<file path="config.mk">
export PLATFORM = sky130hd
export DESIGN_NAME = mem_arbiter
export DESIGN_NICKNAME = d
export VERILOG_FILES = /design/src/rtl/mem_arb_pkg.sv /design/src/rtl/rr_picker.sv /design/src/rtl/mem_arbiter.sv
export SDC_FILE = /design/constraint.sdc
export NUM_CORES = 1
export LEC_CHECK = 0
export BUFFER_PORTS_ARGS = -buffer_cell sky130_fd_sc_hd__buf_2
export CAP_MARGIN = 20
export CORE_MARGIN = 2
export CORE_UTILIZATION = 37
export CTS_CLUSTER_DIAMETER = 200
export DETAILED_ROUTE_END_ITERATION = 12
export GPL_ROUTABILITY_DRIVEN = 1
export GPL_TIMING_DRIVEN = 0
export PLACE_DENSITY_LB_ADDON = 0.3
export SYNTH_ARGS = -nofsm -noshare
export SYNTH_HDL_FRONTEND = slang
export SYNTH_HIERARCHICAL = 1
export SYNTH_SLANG_ARGS = --single-unit
</file>
<file path="constraint.sdc">
create_clock -name clk -period 4.15 [get_ports clk]
set_input_delay 0.415 -clock clk [delete_from_list [all_inputs] [get_ports clk]]
set_output_delay 0.415 -clock clk [all_outputs]
set_load 0.02 [all_outputs]
</file>
<file path="src/rtl/mem_arb_pkg.sv">
// rtl/mem_arb_pkg.sv - shared types and round-robin pick function for mem_arbiter
package mem_arb_pkg;

    localparam int NREQ = 4;

    typedef enum logic [1:0] {
        IDLE  = 2'd0,
        ISSUE = 2'd1,
        WAIT  = 2'd2,
        RESP  = 2'd3
    } state_t;

    typedef struct packed {
        logic       found;
        logic [1:0] idx;
    } pick_t;

    // Scans ptr, ptr+1, ... mod 4; walking the offsets downward lets the
    // nearest eligible index overwrite any farther one.
    function automatic pick_t rr_pick(input logic [NREQ-1:0] elig, input logic [1:0] ptr);
        pick_t      r;
        logic [1:0] cand;
        r = '0;
        for (int k = NREQ - 1; k >= 0; k--) begin
            cand = ptr + 2'(k);
            if (elig[cand]) begin
                r.found = 1'b1;
                r.idx   = cand;
            end
        end
        return r;
    endfunction

endpackage

</file>
<file path="src/rtl/rr_picker.sv">
// rtl/rr_picker.sv - combinational round-robin selector over four requests
module rr_picker
    import mem_arb_pkg::*;
(
    input  logic [NREQ-1:0] req,
    input  logic [1:0]      ptr,
    output logic [1:0]      idx,
    output logic            valid
);

    pick_t pick;

    always_comb begin
        pick  = rr_pick(req, ptr);
        idx   = pick.idx;
        valid = pick.found;
    end

endmodule

</file>
<file path="src/rtl/mem_arbiter.sv">
// rtl/mem_arbiter.sv - four-core arbiter/sequencer for one single-port data memory
// Build option: ARB_FIXED_PRIO_EN selects fixed priority (core 1 highest) instead of round-robin.
module mem_arbiter
    import mem_arb_pkg::*;
#(
    parameter int AW       = 8,
    parameter int DW       = 16,
    parameter int READ_LAT = 1
) (
    input  logic               clk,
    input  logic               rst_n,
    input  logic [NREQ-1:0]    req,
    input  logic [NREQ-1:0]    we,
    input  logic [NREQ*AW-1:0] addr,
    input  logic [NREQ*DW-1:0] wdata,
    output logic [NREQ-1:0]    ack,
    output logic [DW-1:0]      rdata,
    output logic [1:0]         grant_id,
    output logic               busy,
    output logic               mem_en,
    output logic               mem_we,
    output logic [AW-1:0]      mem_addr,
    output logic [DW-1:0]      mem_wdata,
    input  logic [DW-1:0]      mem_rdata
);

    state_t          state;
    logic [1:0]      ptr;
    logic [1:0]      last;
    logic [1:0]      cnt;
    logic            mask_valid;
    logic [NREQ-1:0] eligible;
    logic [1:0]      pick_idx;
    logic            pick_valid;

    // The core just served sits out exactly one IDLE cycle so a req still
    // high right after its ack cannot be granted twice.
    assign eligible = req & ~(mask_valid ? (NREQ'(1) << last) : '0);

    rr_picker u_picker (
        .req   (eligible),
        .ptr   (ptr),
        .idx   (pick_idx),
        .valid (pick_valid)
    );

    always_ff @(posedge clk) begin
        if (!rst_n) begin
            state      <= IDLE;
            ptr        <= '0;
            last       <= '0;
            cnt        <= '0;
            mask_valid <= 1'b0;
            ack        <= '0;
            rdata      <= '0;
            grant_id   <= '0;
            busy       <= 1'b0;
            mem_en     <= 1'b0;
            mem_we     <= 1'b0;
            mem_addr   <= '0;
            mem_wdata  <= '0;
        end else begin
            ack <= '0;
            case (state)
                IDLE: begin
                    mask_valid <= 1'b0;
                    if (pick_valid) begin
                        grant_id  <= pick_idx;
                        mem_en    <= 1'b1;
                        mem_we    <= we[pick_idx];
                        mem_addr  <= addr[pick_idx*AW +: AW];
                        mem_wdata <= wdata[pick_idx*DW +: DW];
                        busy      <= 1'b1;
                        state     <= ISSUE;
                    end
                end
                ISSUE: begin
                    // mem_we still carries the latched direction during ISSUE
                    mem_en <= 1'b0;
                    mem_we <= 1'b0;
                    if (mem_we) begin
                        ack   <= NREQ'(1) << grant_id;
                        state <= RESP;
                    end else begin
                        cnt   <= 2'(READ_LAT - 1);
                        state <= WAIT;
                    end
                end
                WAIT: begin
                    if (cnt != 2'd0) begin
                        cnt <= cnt - 2'd1;
                    end else begin
                        rdata <= mem_rdata;
                        ack   <= NREQ'(1) << grant_id;
                        state <= RESP;
                    end
                end
                RESP: begin
`ifdef ARB_FIXED_PRIO_EN
                    ptr        <= '0;
`else
                    ptr        <= grant_id + 2'd1;
`endif
                    last       <= grant_id;
                    mask_valid <= 1'b1;
                    busy       <= 1'b0;
                    state      <= IDLE;
                end
                default: state <= IDLE;
            endcase
        end
    end

endmodule

</file>
# Word level (Yosys, flattened, before mapping)
# Cells that the tools add are included.
# totals
ff_bits,58
# op_classes
mux,31
shift,4
bitwise_logic,3
magnitude_cmp,5
reduce_logical,11
addsub,5
n_eq_ne,7
# op_table
op,n
variable part select 64 x 7 -> 16 bit,1
variable part select 32 x 6 -> 8 bit,1
< comparator 2 x 3 -> 1 bit (second input constant),5
2-to-1 mux 3 bit,4
2-to-1 mux 4 bit,3
binary-select mux 1 bit (select 2 bit),5
AND reduction 2 bit,5
2-to-1 mux 1 bit,8
2-to-1 mux 2 bit,4
one-hot mux 1 bit (2 select lines),4
one-hot mux 2 bit (4 select lines),1
one-hot mux 4 bit (2 select lines),1
nonzero test 2 bit,4
<< shifter 1 x 2 -> 4 bit (first input constant),2
inequality test 2 bit (second input constant),3
adder 2 x 1 -> 2 bit (second input constant),2
adder 2 bit (second input constant),2
AND 4 bit,1
equality test 2 bit (second input constant),2
NOT 4 bit,1
one-hot mux 2 bit (2 select lines),1
AND reduction 3 bit,1
equality test 2 x 1 -> 1 bit (second input constant),1
zero test 2 bit,1
3 further kinds,3

# Longest topological paths before layout
# Gate-level depths: netlist of run 1.
# depth
depth_word,14
mapped_depth,9
ltp_nobuf,7

# By module
# The synthesis of run 1 kept the hierarchy.
# modules_own_cells
mod,cells_each,area_per_inst_um2,seq_area_each_um2,instances
mem_arbiter,256,2825.2,1161.1,1
rr_picker,15,81.3,0.0,1

# Least setup slack after synthesis of run 1
# OpenSTA, ideal clock, no wires.
# synth_timing
path_type,input-to-reg
start,input req[3]
end,register mem_wdata[10]
setup_ns,0.117
stages,9
setup_slack_ns,1.934
arrival_ns,2.100
path_cell_list,inv_1 -> a31oi_1 -> inv_1 -> a22o_1 -> a211oi_2 -> buf_6 -> buf_12 -> mux4_2 -> a22o_1
# synth_between
elab_chain_cells,8
# synth_rtl
item,line_no,source
start: declaration,mem_arbiter.sv:12,"input logic [NREQ-1:0] req,"
AND 4 bit (*),mem_arbiter.sv:38,assign eligible = req & ~(mask_valid ? (NREQ'(1) << last) : '0);
via eligible[3],mem_arbiter.sv:32,logic [NREQ-1:0] eligible;
binary-select mux 1 bit (select 2 bit),mem_arb_pkg.sv:26,if (elig[cand]) begin
2-to-1 mux 1 bit (implied by the code),mem_arb_pkg.sv:26,
2-to-1 mux 3 bit (3 in a row),mem_arb_pkg.sv:26,
2-to-1 mux 3 bit (*),mem_arb_pkg.sv:26,
via pick_idx[0],mem_arbiter.sv:33,logic [1:0] pick_idx;
variable part select 64 x 7 -> 16 bit (*),mem_arbiter.sv:72,mem_wdata <= wdata[pick_idx*DW +: DW];
end signal: assignment,mem_arbiter.sv:72,
end: declaration,mem_arbiter.sv:23,"output logic [DW-1:0] mem_wdata,"
# The timed path passes the listed nets; every way through them passes the cells marked *. The select of a mux whose other input is x is not followed.
# A chain may end at the register's enable or synchronous reset.

# Worst setup path after layout of run 1
# layout_timing
start,register mask_valid
end,register mem_wdata[5]
# layout_between
elab_chain_cells,10
# layout_rtl
item,line_no,source
start: declaration,mem_arbiter.sv:31,logic mask_valid;
start signal: assignment,mem_arbiter.sv:53,mask_valid <= 1'b0;
start signal: assignment,mem_arbiter.sv:66,mask_valid <= 1'b0;
start signal: assignment,mem_arbiter.sv:105,mask_valid <= 1'b1;
2-to-1 mux 4 bit (*),mem_arbiter.sv:38,
NOT 4 bit (*),mem_arbiter.sv:38,
AND 4 bit (*),mem_arbiter.sv:38,
via eligible[0],mem_arbiter.sv:32,
binary-select mux 1 bit (select 2 bit),mem_arb_pkg.sv:26,
2-to-1 mux 1 bit (implied by the code),mem_arb_pkg.sv:26,
2-to-1 mux 3 bit (3 in a row),mem_arb_pkg.sv:26,
2-to-1 mux 3 bit (*),mem_arb_pkg.sv:26,
via pick_idx[0],mem_arbiter.sv:33,
variable part select 64 x 7 -> 16 bit (*),mem_arbiter.sv:72,
# Marks and branches as above.

==> metrics.txt, run 1 <==
DRT Pass-1 Iters 4; fin crit period 2380 ps; Hold WS roughly 330 ps; worst hold path stage count 3; WL final between 7000 and 8000 um; Slew @ Worst Pin between 600 and 700 ps; setup TNS 0 ps; Die Ht around 93 um; Commonest cells post-synth dfxtp_1 (58), nand2_1 (40), a21oi_1 (28); CP Launch Type register; share of layout cells above drive strength 1 0.477; most common cell in the synthesized netlist dfxtp_1; CTS Hold Bufs 0; DRT iter0 DRCs 58; Sw Ratio 0.376; CORE AREA around 7700 um^2; Largest stage delay, worst path around 500 ps; postcts setup bufs 0; CP Cell Sequence nor2b_1 > a21boi_0 > a22o_1 > a211oi_2 > buf_6 > buf_12 > mux4_2 > a22o_1; max-cap viol count 0; clk_skew between 5 and 6 ps; final RePlAce weighted congestion 0.783; Clk pwr share 0.202; Final setup viols 0; Overall Global Routing Usage 0.173; vias in the first global route about 2600; maximum vdd ir drop around 0.19 mV; input/output buffers between 150 and 200; Antenna Cells 0; max-slew violations 0; RSZ-0062 raised after global routing no; Post-synth top flop dfxtp_1; routed len/inst 13.8 um; # IOs around 170; Yosys warnings 6; Fin. Hold Viols 0; Critical Path AT approximately 2600 ps; Synth top area share 0.399; Post-synth ARST share 0; max frequency between 400 and 500 MHz; clock buffer depth 2; Synth Instances 271; multi-input logic area ~1600 um^2; R2R depth 8; Layout area overhead 39.1%; WS Path Type register to register; row count 32; Placed Cells roughly 540; Slew headroom 0.597; Clock transition at path regs approximately 60 ps; H-tree depth 3; EDFF count, synth 0; WHS Endpoint rdata[12]; power per cell area approximately 530 nW/um^2; layout net count slightly below 600; synth top area cells dfxtp_1 (40%), mux4_2 (15%), a22o_1 (7.8%); HP Start mem_rdata[12]; gr ovfl total 0; TritonCTS buffer count 9; Final HPWL DP 6100 um; clk sinks 58; register area roughly 1200 um^2; Crit-path slowest cell mux4_2; Remaining DRCs 0; number of vias per cell between 4 and 5; flops & latches, synth between 50 and 60; R2R Path Start mask_valid; post-CTS resize count 0; CTS root buffer clkbuf_8; final worst-path cycle share 0.574; setup slack, reg-to-reg roughly 1800 ps; Routed Antenna Nets 0; Worst Hold Class input pin to register; Net Switching between 700 and 800 uW; Initial Util 0.378; initial antenna violation count 0; clock latency on the worst-skew pair between 300 and 400 ps; combinational fraction of design power 0.432; number of cells in the finished layout apart from fillers 557; Seq/Total Area, Yosys 0.399; post-synthesis area per instance 10.7 um^2; P_int roughly 1.3 mW; first-pass GRT wire length 11800 um; fill cell count about 730; CP endpoint kind register; largest area contributor in the netlist dfxtp_1; PnR Total Power ~2.1 mW; WP data required 4360 ps; status finished clean; Reg-to-Reg End mem_wdata[5]; CTS tree built; area of the die 8580 um^2; static leakage between 1.5 and 2 nW; largest net degree at the start of global routing 11; Reg power frac 0.367; syn nets 404; post-synth cell types 33; CP most frequent cell a22o_1; Vias between 2000 and 3000; Post-Synthesis Cell Area roughly 2900 um^2; crit-path max FO 10; Die Width approximately 90 um
## layout make-up
cell class,count,share of cell area
well taps,102,0.0316
repair buffers,170,0.210
plain buffers,18,0.0306
clock inverters,4,0.00495
flip-flops and latches,58,0.287
clock buffers,10,0.0340
inverters,13,0.0121
multi-input cells,182,0.389
## cells in the final DEF (no fill, tap or decap), types with 4 or more instances in the layout
cell	Yosys	routed
dfxtp_1	58	58
buf_2	7	177
ha_1	11	11
clkinv_2	0	4
o21ai_0	5	5
nand2_1	40	40
nand3_1	4	4
a22o_1	26	26
clkbuf_1	5	5
mux4_1	6	6
mux4_2	19	19
a21oi_1	28	28
and2_1	4	4
mux2i_1	6	6
clkbuf_8	0	10
inv_1	13	13
nor2_1	12	12
## power groups by stage
stage	logic (mW)	registers [mW]	clock network, mW
global route	1.01	0.795	0.470
detailed placement	0.924	0.788	0
finish	0.916	0.778	0.428
floorplan	0.489	0.931	0
CTS	0.927	0.778	0.443
global placement	0.907	0.785	0
## metal layers
layer	routed length (um)	global-route usage
met1	3290	0.222
met2	3890	0.288
met3	360	0.0301
met4	132	0.0760
met5	0	0
## through the flow
| stage | instance area, um^2 | worst slack [ps] | util |
|---|---|---|---|
| after floorplan | 2910 | 1930 | - |
| after global placement | 3880 | 1700 | 0.505 |
| after detailed placement | 3880 | 1690 | 0.505 |
| after CTS | 4040 | 1750 | 0.526 |
| after global routing | 4040 | 1610 | 0.526 |
| final | 4040 | 1770 | 0.526 |
## cell families (layout without fill, tap and decap cells)
group                    count (synthesis)  after routing  share of synthesized area
multiplexers                            32             32                      0.226
buffers and inverters                   31            215                     0.0594
flip-flops                              58             58                      0.399
AND/OR/NAND/NOR                         71             71                      0.108
adder cells (fa/ha/maj)                 11             11                     0.0474
AO/OA/AOI/OAI                           68             68                      0.160
## worst max path at each step
stage | endpoint | cells after the start | slack, ps | startpoint
floorplan | mem_wdata[10] | 9 | 1930 | req[3]
global placement | mem_addr[0] | 10 | 1700 | req[3]
detailed placement | mem_wdata[5] | 10 | 1690 | req[3]
CTS | mem_wdata[5] | 8 | 1750 | mask_valid
global route | mem_wdata[5] | 8 | 1610 | mask_valid
finish | mem_wdata[5] | 8 | 1770 | mask_valid
## state kept, by name, summed over array words and instances (netlist names)
signal,count
rdata,16
mem_we,1
last,2
mem_wdata,16
grant_id,2
ack,4
busy,1
mem_addr,8
ptr,2
mem_en,1
state,2
mask_valid,1
cnt,2
## worst max-delay path, delay by kind of cell (launching register included)
kind	cells	cell delay [ps]
AO/OA/AOI/OAI	4	870
buffers and inverters	2	350
AND/OR/NAND/NOR	1	170
flip-flops	1	380
multiplexers	1	500
No activity file was read; power rests on OpenSTA's default activity.
==> inputs of run 2 (changes only) <==
Settings changed: ABC_AREA set to 1.
Clock period 4.15 ns to 2.3 ns, I/O delays scaled along.
==> metrics.txt, run 2 <==
status finished clean; post-synthesis area per instance 6.20 um^2 (-42%); H-tree depth 3 (unchanged); clock latency on the worst-skew pair 330 ps (about the same); Final setup viols 0 (unchanged); post-synth cell types 25 (-24%); first-pass GRT wire length 17100 um (+45%); Die Width 103 um (+11%); max frequency 483 MHz (+15%); CTS Hold Bufs 0 (unchanged); max-cap viol count 0 (unchanged); final RePlAce weighted congestion 0.822 (+5.0%); Fin. Hold Viols 0 (unchanged); Final HPWL DP 8490 um (+39%); row count 36 (+13%); clock buffer depth 2 (unchanged); maximum vdd ir drop 0.572 mV (+210%); DRT iter0 DRCs 108 (+86%); Post-synth top flop dfxtp_1; CP Cell Sequence inv_1 > a31oi_2 > nand2_1 > nand2_1 > nand2_1 > nand2_1 > nand2_1 > nand2_1 > nand2_1 > nand2_1 > buf_6 > buf_6 > buf_6 > nand2_1 > nand2_1 > nand3_1 > nand2_1 > inv_1; Post-Synthesis Cell Area 3620 um^2 (+24%); Synth top area share 0.321 (-0.0785); Slew headroom 0.703 (+0.105); TritonCTS buffer count 9 (unchanged); CORE AREA 9640 um^2 (+25%); EDFF count, synth 0 (unchanged); Yosys warnings 6 (unchanged); Area after DPL 4630 um^2 (+19%); CP most frequent cell nand2_1; Vias 4059 (+48%); fin crit period 2070 ps (-313 ps); CTS root buffer clkbuf_8; Slew @ Worst Pin 446 ps (-158 ps); largest area contributor in the netlist dfxtp_1; WL final 10800 um (+40%); initial antenna violation count 0 (unchanged); Finished Cell Area 4850 um^2 (+20%); Post-synth ARST share 0 (unchanged); synth top area cells dfxtp_1 (32%), nor2_1 (14%), nand2_1 (13%); CP endpoint kind register; WP data required 2540 ps (-1820 ps); vias in the first global route 3802 (+49%); most common cell in the synthesized netlist nor2_1; input/output buffers 170 (unchanged); layout net count 897 (+53%); gr ovfl total 0 (unchanged); setup TNS 0 ps (unchanged); Seq/Total Area, Yosys 0.321 (-0.0785); static leakage 2.77 nW (+44%); number of vias per cell 4.50 (-8.7%); CP top delay family simple AND/OR/NAND/NOR gates; worst path buffer plus inverter count 5 (+3); fill cell count 1068 (+46%); Largest stage delay, worst path 360 ps (-140 ps); syn nets 716 (+77%); clk sinks 58 (unchanged); RSZ-0062 raised after global routing no; CTS tree built; Overall Global Routing Usage 0.206 (+0.0326); largest net degree at the start of global routing 12 (+1); max-slew violations 0 (unchanged); share of layout cells above drive strength 1 0.308 (-0.169); crit-path max FO 10 (unchanged); Worst Hold Class input pin to register; flops & latches, synth 58 (unchanged); Initial Util 0.375 (-0.00283); Layout area overhead 34.1%; DRT Pass-1 Iters 4 (unchanged); Die Ht 103 um (+11%); # IOs 171 (unchanged); area of the die 10600 um^2 (+23%); WS Path Type register to register; commonest cells after routing, fill and taps aside buf_2 (179), nor2_1 (138), nand2_1 (130); commonest non-fill, non-tap cell in the layout buf_2; Clock transition at path regs 70 ps (about the same); routed len/inst 12.0 um (-13%); final worst-path cycle share 0.900 (+0.326); Commonest cells post-synth nor2_1 (138), nand2_1 (130), inv_1 (85); Remaining DRCs 0 (unchanged); Routed Antenna Nets 0 (unchanged); power per cell area 1280 nW/um^2 (+140%); CP Launch Type register; Critical Path AT 2300 ps (-290 ps); Crit-path slowest cell dfxtp_2; Antenna Cells 0 (unchanged); Largest regs mem_wdata x16, rdata x16, mem_addr x8; clk_skew 6.37 ps (+1.13 ps); Synth Instances 583 (+120%)
## run 2: cell types whose count changed after synthesis, moves of 20 or more
cell and change:
nor2_1 +126, o211ai_1 +20, inv_1 +72, nand2_1 +90
nand3_1 +36, o21ai_0 +22, a22o_1 -26
## run 2: per-layer routing
layer  global-route usage  vias up  routed length [um]
li1                     -     2151                   -
met1                0.241     1776                4680
met2                0.379      123                5360
met3               0.0407        9                 638
met4               0.0617        0                 106
met5                    0        -                   0
## run 2: layout make-up
cell class              instances  area [um^2]  share of cell area
clock inverters                 7         68.8              0.0142
inverters                      91          347              0.0715
well taps                     133          166              0.0343
multi-input cells             405         1910               0.394
repair buffers                170          851               0.175
clock buffers                   9          124              0.0255
flip-flops and latches         58         1160               0.240
plain buffers                  29          216              0.0446
## run 2: final timing paths
kind | depth (start not counted) | start | end | slack [ps]
min | 3 | mem_rdata[0] | rdata[0] | 140
min reg2reg | 2 | cnt[1] | cnt[1] | 470
max reg2reg | 18 | last[1] | mem_addr[5] | 230
max | 18 | last[1] | mem_addr[5] | 230
## run 2: stage by stage
stage	total power, mW	hold WS (ps)	setup WS, ps	instances	utilization
2_1_floorplan	4.22	368	489	583	-
3_3_place_gp	5.22	456	213	886	0.481
3_5_place_dp	5.28	464	154	886	0.481
4_1_cts	6.24	133	137	902	0.501
5_1_grt	6.79	149	25.0	902	0.503
6_report	6.21	142	231	902	0.503
## run 2: cells by family after synthesis
logic type,synth area share
and+or+nand+nor,0.365
adders and majority gates,0.0380
DFF,0.321
buffers and inverters,0.154
AOI/OAI and AO/OA,0.122
## run 2: worst min-delay path, delay by kind of cell
family / cells / cell delay (ps)
compound gates: 1 / 70
buf+inv: 1 / 70
simple gates: 1 / 70
## run 2: report_power, final
| part | internal [mW] | leakage [nW] | switching, mW |
|---|---|---|---|
| logic | 1.38 | 2.20 | 2.32 |
| registers | 1.36 | 0.479 | 0.216 |
| clock network | 0.498 | 0.0954 | 0.438 |
| total | 3.23 | 2.77 | 2.98 |
## run 2: timing repair
action,in CTS,in global routing
hold endpoints to repair,0,0
resized for setup,0,10
buffers inserted,0,0
setup endpoints to repair,0,22
